--- src/rtl/pc_fetch_stage.sv ---
// Fetch-path program counter: holds the current PC, offers it to decode over
// valid/ready, takes branch/jump redirects and counts them for debug.
module pc_fetch_stage #(
    parameter int unsigned          WIDTH    = 32,
    parameter logic [WIDTH-1:0]     RESET_PC = 32'h0000_0000,
    parameter int unsigned          STEP     = 4,
    parameter int unsigned          CNT_W    = 16
) (
    input  logic                clk,
    input  logic                rst_n,
    input  logic                en,
    input  logic                redirect,
    input  logic [WIDTH-1:0]    redirect_pc,
    input  logic                pc_ready,
    output logic                pc_valid,
    output logic [WIDTH-1:0]    pc_out,
    output logic [WIDTH-1:0]    pc_plus_step,
    output logic                misalign,
    output logic [CNT_W-1:0]    redirect_cnt
);

    // state | meaning
    // BOOT  | out of reset, nothing offered yet; first enabled edge moves to RUN
    // RUN   | pc_out is a live fetch address offered to decode
    typedef enum logic {
        BOOT = 1'b0,
        RUN  = 1'b1
    } stateT;

    stateT state;
    logic  validQ;
    logic  cntFull;

    assign pc_valid     = validQ & en;
    assign pc_plus_step = pc_out + WIDTH'(STEP);
    assign misalign     = validQ & en & (pc_out[1:0] != 2'b00);
    assign cntFull      = &redirect_cnt;

    always_ff @(posedge clk or negedge rst_n) begin
        if (!rst_n) begin
            state        <= BOOT;
            validQ       <= 1'b0;
            pc_out       <= RESET_PC;
            redirect_cnt <= '0;
        end else if (en) begin
            case (state)
                BOOT: begin
                    state  <= RUN;
                    validQ <= 1'b1;
                    if (redirect) begin
                        pc_out <= redirect_pc;
                        if (!cntFull) redirect_cnt <= redirect_cnt + 1'b1;
                    end
                end
                RUN: begin
                    // A redirect wins over a transfer; decode still takes the old PC.
                    if (redirect) begin
                        pc_out <= redirect_pc;
                        if (!cntFull) redirect_cnt <= redirect_cnt + 1'b1;
                    end else if (pc_ready) begin
                        pc_out <= pc_plus_step;
                    end
                end
                default: begin
                    state  <= BOOT;
                    validQ <= 1'b0;
                end
            endcase
        end
    end

endmodule

--- config.mk ---
export PLATFORM = sky130hd
export DESIGN_NAME = pc_fetch_stage
export DESIGN_NICKNAME = d
export VERILOG_FILES = /design/src/rtl/pc_fetch_stage.sv
export SDC_FILE = /design/constraint.sdc
export NUM_CORES = 1
export LEC_CHECK = 0
export ABC_AREA = 1
export BUFFER_PORTS_ARGS = -buffer_cell sky130_fd_sc_hd__buf_4
export CAP_MARGIN = 5
export CORE_ASPECT_RATIO = 1.75
export CORE_MARGIN = 2
export CORE_UTILIZATION = 50
export DETAILED_ROUTE_END_ITERATION = 6
export PLACE_DENSITY = 0.86
export SYNTH_ARGS = -nofsm -noshare
export SYNTH_HDL_FRONTEND = slang
export SYNTH_SLANG_ARGS = --single-unit
--- constraint.sdc ---
create_clock -name clk -period 3.9 [get_ports clk]
set_input_delay 0.78 -clock clk [delete_from_list [all_inputs] [get_ports clk]]
set_output_delay 0.78 -clock clk [all_outputs]
set_load 0.01 [all_outputs]
; ---- Word-level counts from Yosys, hierarchy flattened
; Cells that the tools add are included.
[totals]
ff_bits = 50
word_cells = 23
[classes]
n_addsub = 2
n_eq_ne = 2
mux = 6
n_bitwise = 4
reduce_logical = 5
[op_table]
columns = cell, count
row1 = $mux W32, 3
row2 = $pmux W32 S2, 1
row3 = $add A32 B3 Y32 const B, 1
row4 = $mux W16, 2
row5 = $add A16 B1 Y16 const B, 1
row6 = $reduce_and A16 Y1, 1
row7 = $reduce_and A3 Y1, 2
row8 = $ne A3 B3 Y1 const B, 1
row9 = $and A1 B1 Y1, 2
row10 = $ne A2 B2 Y1 const B, 1
row11 = $not A1 Y1, 2
row12 = $reduce_and A2 Y1, 1
row13 = $reduce_bool A2 Y1, 1

; ---- Depth between registers and ports, before layout
[logic_depth]
word_depth = 4
mapped_depth = 11

; ---- Least setup slack after synthesis
; No wires, ideal clock.
[synth_path]
kind = register to output
startpoint = register pc_out[3]
endpoint = output port pc_plus_step[22]
arrival_time_ps = 1337
t_required_ps = 3120
path_slack_ps = 1783
stages_incl_launch_ff = 8
cell_sequence = dfrtp_1 ha_1 nand2_1 nor2_2 nand2_2 nor2_2 nand3_1 nand2_1
[synth_via]
elab_chain_len = 1
[synth_rtl]
columns = item, line
row1 = from (decl), 16  ; output logic [WIDTH-1:0] pc_out,
row2 = from (signal assigned), 51  ; pc_out <= redirect_pc;
row3 = from (signal assigned), 58  ; pc_out <= redirect_pc;
row4 = from (signal assigned), 61  ; pc_out <= pc_plus_step;
row5 = $add A32 B3 Y32, 35  ; assign pc_plus_step = pc_out + WIDTH'(STEP);
row6 = to (decl), 17  ; output logic [WIDTH-1:0] pc_plus_step,
; No other way between the ends.

; ---- Worst setup path in the final report
[layout_path]
startpoint = register pc_out[2]
endpoint = output port pc_plus_step[20]
; The elaborated chain is that of the path after synthesis.

==> flow_summary.yaml <==
cts:
  clock-sinks: 50
  clk_pin_slew_worst_paths_ps: 60
  root_buffer: "clkbuf_16"
  holdBufCountCts: 0
  cts.path.max_buffers: 2
  post_cts_buffers: 0
  cts_tree: "built"
  cts_resized: 0
  cts_buffers: 5
  htreeDepth: 2
  clkLatencyLatePin_ps: 290
routing:
  drcViolationCount: 0
  vias_per_cell: 5.134
  routedWlPerCell_um: 13.65
  initialDrtViolationCount: 311
  drt_pass1_iterations: 5
  routed_wl_um: 10000
  ant_nets: 0
  vias: 3763
sta:
  slew_headroom: 0.5532
  setup-tns-final_ps: 0
  fmax_mhz: 374.1
  finalCritPeriodShare: 0.6854
  hold_viol_final: 0
  period_minus_slack_ps: 2673
  slew_viol_final: 0
  worst_pin_slew_ps: 669.5
  clock_skew_ps: 7.803
  rsz0062_at_grt: "false"
  setup_violations: 0
finish:
  drive_gt1_frac: 0.2219
  area_delta_synth_final_pct: 31.33
  num_antenna_cells: 0
  design_area_um2: 4506
  nets: 687
  fin_util: 0.6669
  instances_no_fill: 733
floorplanning:
  dieWidth_um: 66.62
  die_area_um2: 7566
  core_area_um2: 6756
  ios: 119
  floorplan.rows: 40
  fp.dieH_um: 113.6
  initial_utilization: 0.5078
synthesis:
  yosysSeqAreaShare: 0.3647
  ys.flop_type: "dfrtp_1"
  ys_warn_count: 0
  synth_most_common_cell: "nand2_1"
  synthCells: 536
  synth_cell_type_count: 29
  synth-edff-count: 0
  yosysTopAreaCell: "dfrtp_1"
  netlist_area_um2: 3431
  synth_area_leaders: "dfrtp_1 (36%), nand2_1 (23%), inv_1 (6.9%), nor2_1 (6.3%), o21ai_0 (6.0%)"
  ys_ff_latch: 50
  synth_top_cell_area_share: 0.3647
  synth_nets: 575
  avgSynthCellArea_um2: 6.401
  synth.cells.most_frequent: "nand2_1 (209), inv_1 (63), nor2_1 (58)"
  async_reset_ff_frac: 1.000
placement:
  place.detailed.hpwl_um: 7732
  gp_congestion: 0.9044
  dp.cells: 725
  portBuffers: 118
  dpl-instance-area_um2: 4358
job:
  drv_cap: 0
worst_setup_path:
  crit_fanout: 4
  critPathCaptureType: "output port"
  worstPathRequired_ps: 3120
  start_kind: "flop"
  path_class: "reg2out"
  cp.arrival_ps: 1890
global_route:
  grt_overflow: 0
  grt_use_total: 0.2689
  grt_pass1_wl_um: 15960
  antenna_found_initial: 0
  grt_max_degree: 51
  grt_pass1_vias: 3577
power_and_ir_drop:
  power_frac_seq: 0.395
  ir_worst_vdd_v: 0.0004042
  leakage_nw: 2.412
  sw_frac_of_total: 0.3673
  power_mw: 1.867
  pwr-share-clk: 0.239
  switchingPower_mw: 0.6858
  intPower_mw: 1.181
  combPwrFrac: 0.366
  p_per_area_nw_per_um2: 414.4
outcome:
  status: "finished, final reports clean"
hold_path:
  hp-class: "reg2reg"
-- critical path, stage by stage (launching register included) --
cell	delay, ps
dfrtp_1	390
ha_1	200
nand2_1	70
nor2_2	190
nand3b_1	220
o21ai_0	290
nand2_1	80
buf_4	150
-- through the flow --
step / worst slack, ps / hold slack [ps]
final: 1227 / 465.1
after global routing: 1063 / 485.6
after CTS: 1238 / 471.2
after detailed placement: 1468 / 456.9
after global placement: 1528 / 444.9
after floorplan: 1783 / 428.1
-- cell usage in the layout, fill, tap and decap left out --
cell,instances
nand4_1,5
nand2_1,209
clkbuf_16,5
nor2_1,58
xnor2_1,8
nand2_2,4
nor2_4,2
a21o_1,1
nand2_4,1
clkinv_2,1
a31oi_1,1
inv_1,63
or2_2,2
nand3_4,1
o21ai_1,5
buf_4,120
clkbuf_8,1
clkinv_1,1
and2_1,1
o21ai_0,41
nand3_1,34
nand3b_1,2
clkbuf_1,1
nor2_2,6
a21oi_1,2
inv_2,1
nor3_1,4
ha_1,2
xor2_1,12
o22ai_1,5
dfrtp_1,50
-- final cells by class --
class                           count  area (um2)
Tap cell                           84       105.1
Sequential cell                    50        1251
Multi-Input combinational cell    406        1857
Clock inverter                      1       5.005
Fill cell                         599        2251
Inverter                           65       244.0
Timing Repair Buffer              120       900.9
Clock buffer                        7       142.6
-- state kept, by name, indices dropped and copies added (netlist names) --
register      flops
validQ            1
redirect_cnt     16
pc_out           32
state             1
-- per-layer routing --
layer / up-vias / wire length [um] / part of all wire / track usage
met2: 135 / 5460 / 0.55 / 0.4993
met3: 26 / 611 / 0.061 / 0.04734
met4: 0 / 393 / 0.039 / 0.1293
met1: 1717 / 3538 / 0.35 / 0.2807
met5: - / 0 / 0 / 0
li1: 1885 / - / - / -
-- power by group through the flow --
| stage | Sequential [mW] | Clock, mW | Combinational (mW) |
|---|---|---|---|
| global placement | 0.740 | 0 | 0.666 |
| floorplan | 0.754 | 0 | 0.316 |
| detailed placement | 0.744 | 0 | 0.685 |
| finish | 0.738 | 0.447 | 0.683 |
| global route | 0.751 | 0.472 | 0.754 |
| CTS | 0.736 | 0.452 | 0.687 |
-- kinds of logic after synthesis --
kind of cell / count (synthesis) / share of synthesized area
and+or+nand+nor: 329 / 0.3997
buffers and inverters: 80 / 0.09409
AOI/OAI and AO/OA: 55 / 0.08315
DFF: 50 / 0.3647
xor gates and xnor gates: 20 / 0.05106
adders and majority gates: 2 / 0.007293
-- worst paths after layout --
check	from	end	slack, ps	cells after the start
worst max-delay path	pc_out[2]	pc_plus_step[20]	1230	7
worst min-delay path	validQ	validQ	470	1
worst max register to register	state	pc_out[2]	1970	7
worst min register to register	validQ	validQ	470	1
max in group asynchronous	rst_n	validQ	2940	1
min in group asynchronous	rst_n	pc_out[17]	510	1
No activity file was read; power rests on OpenSTA's default activity.
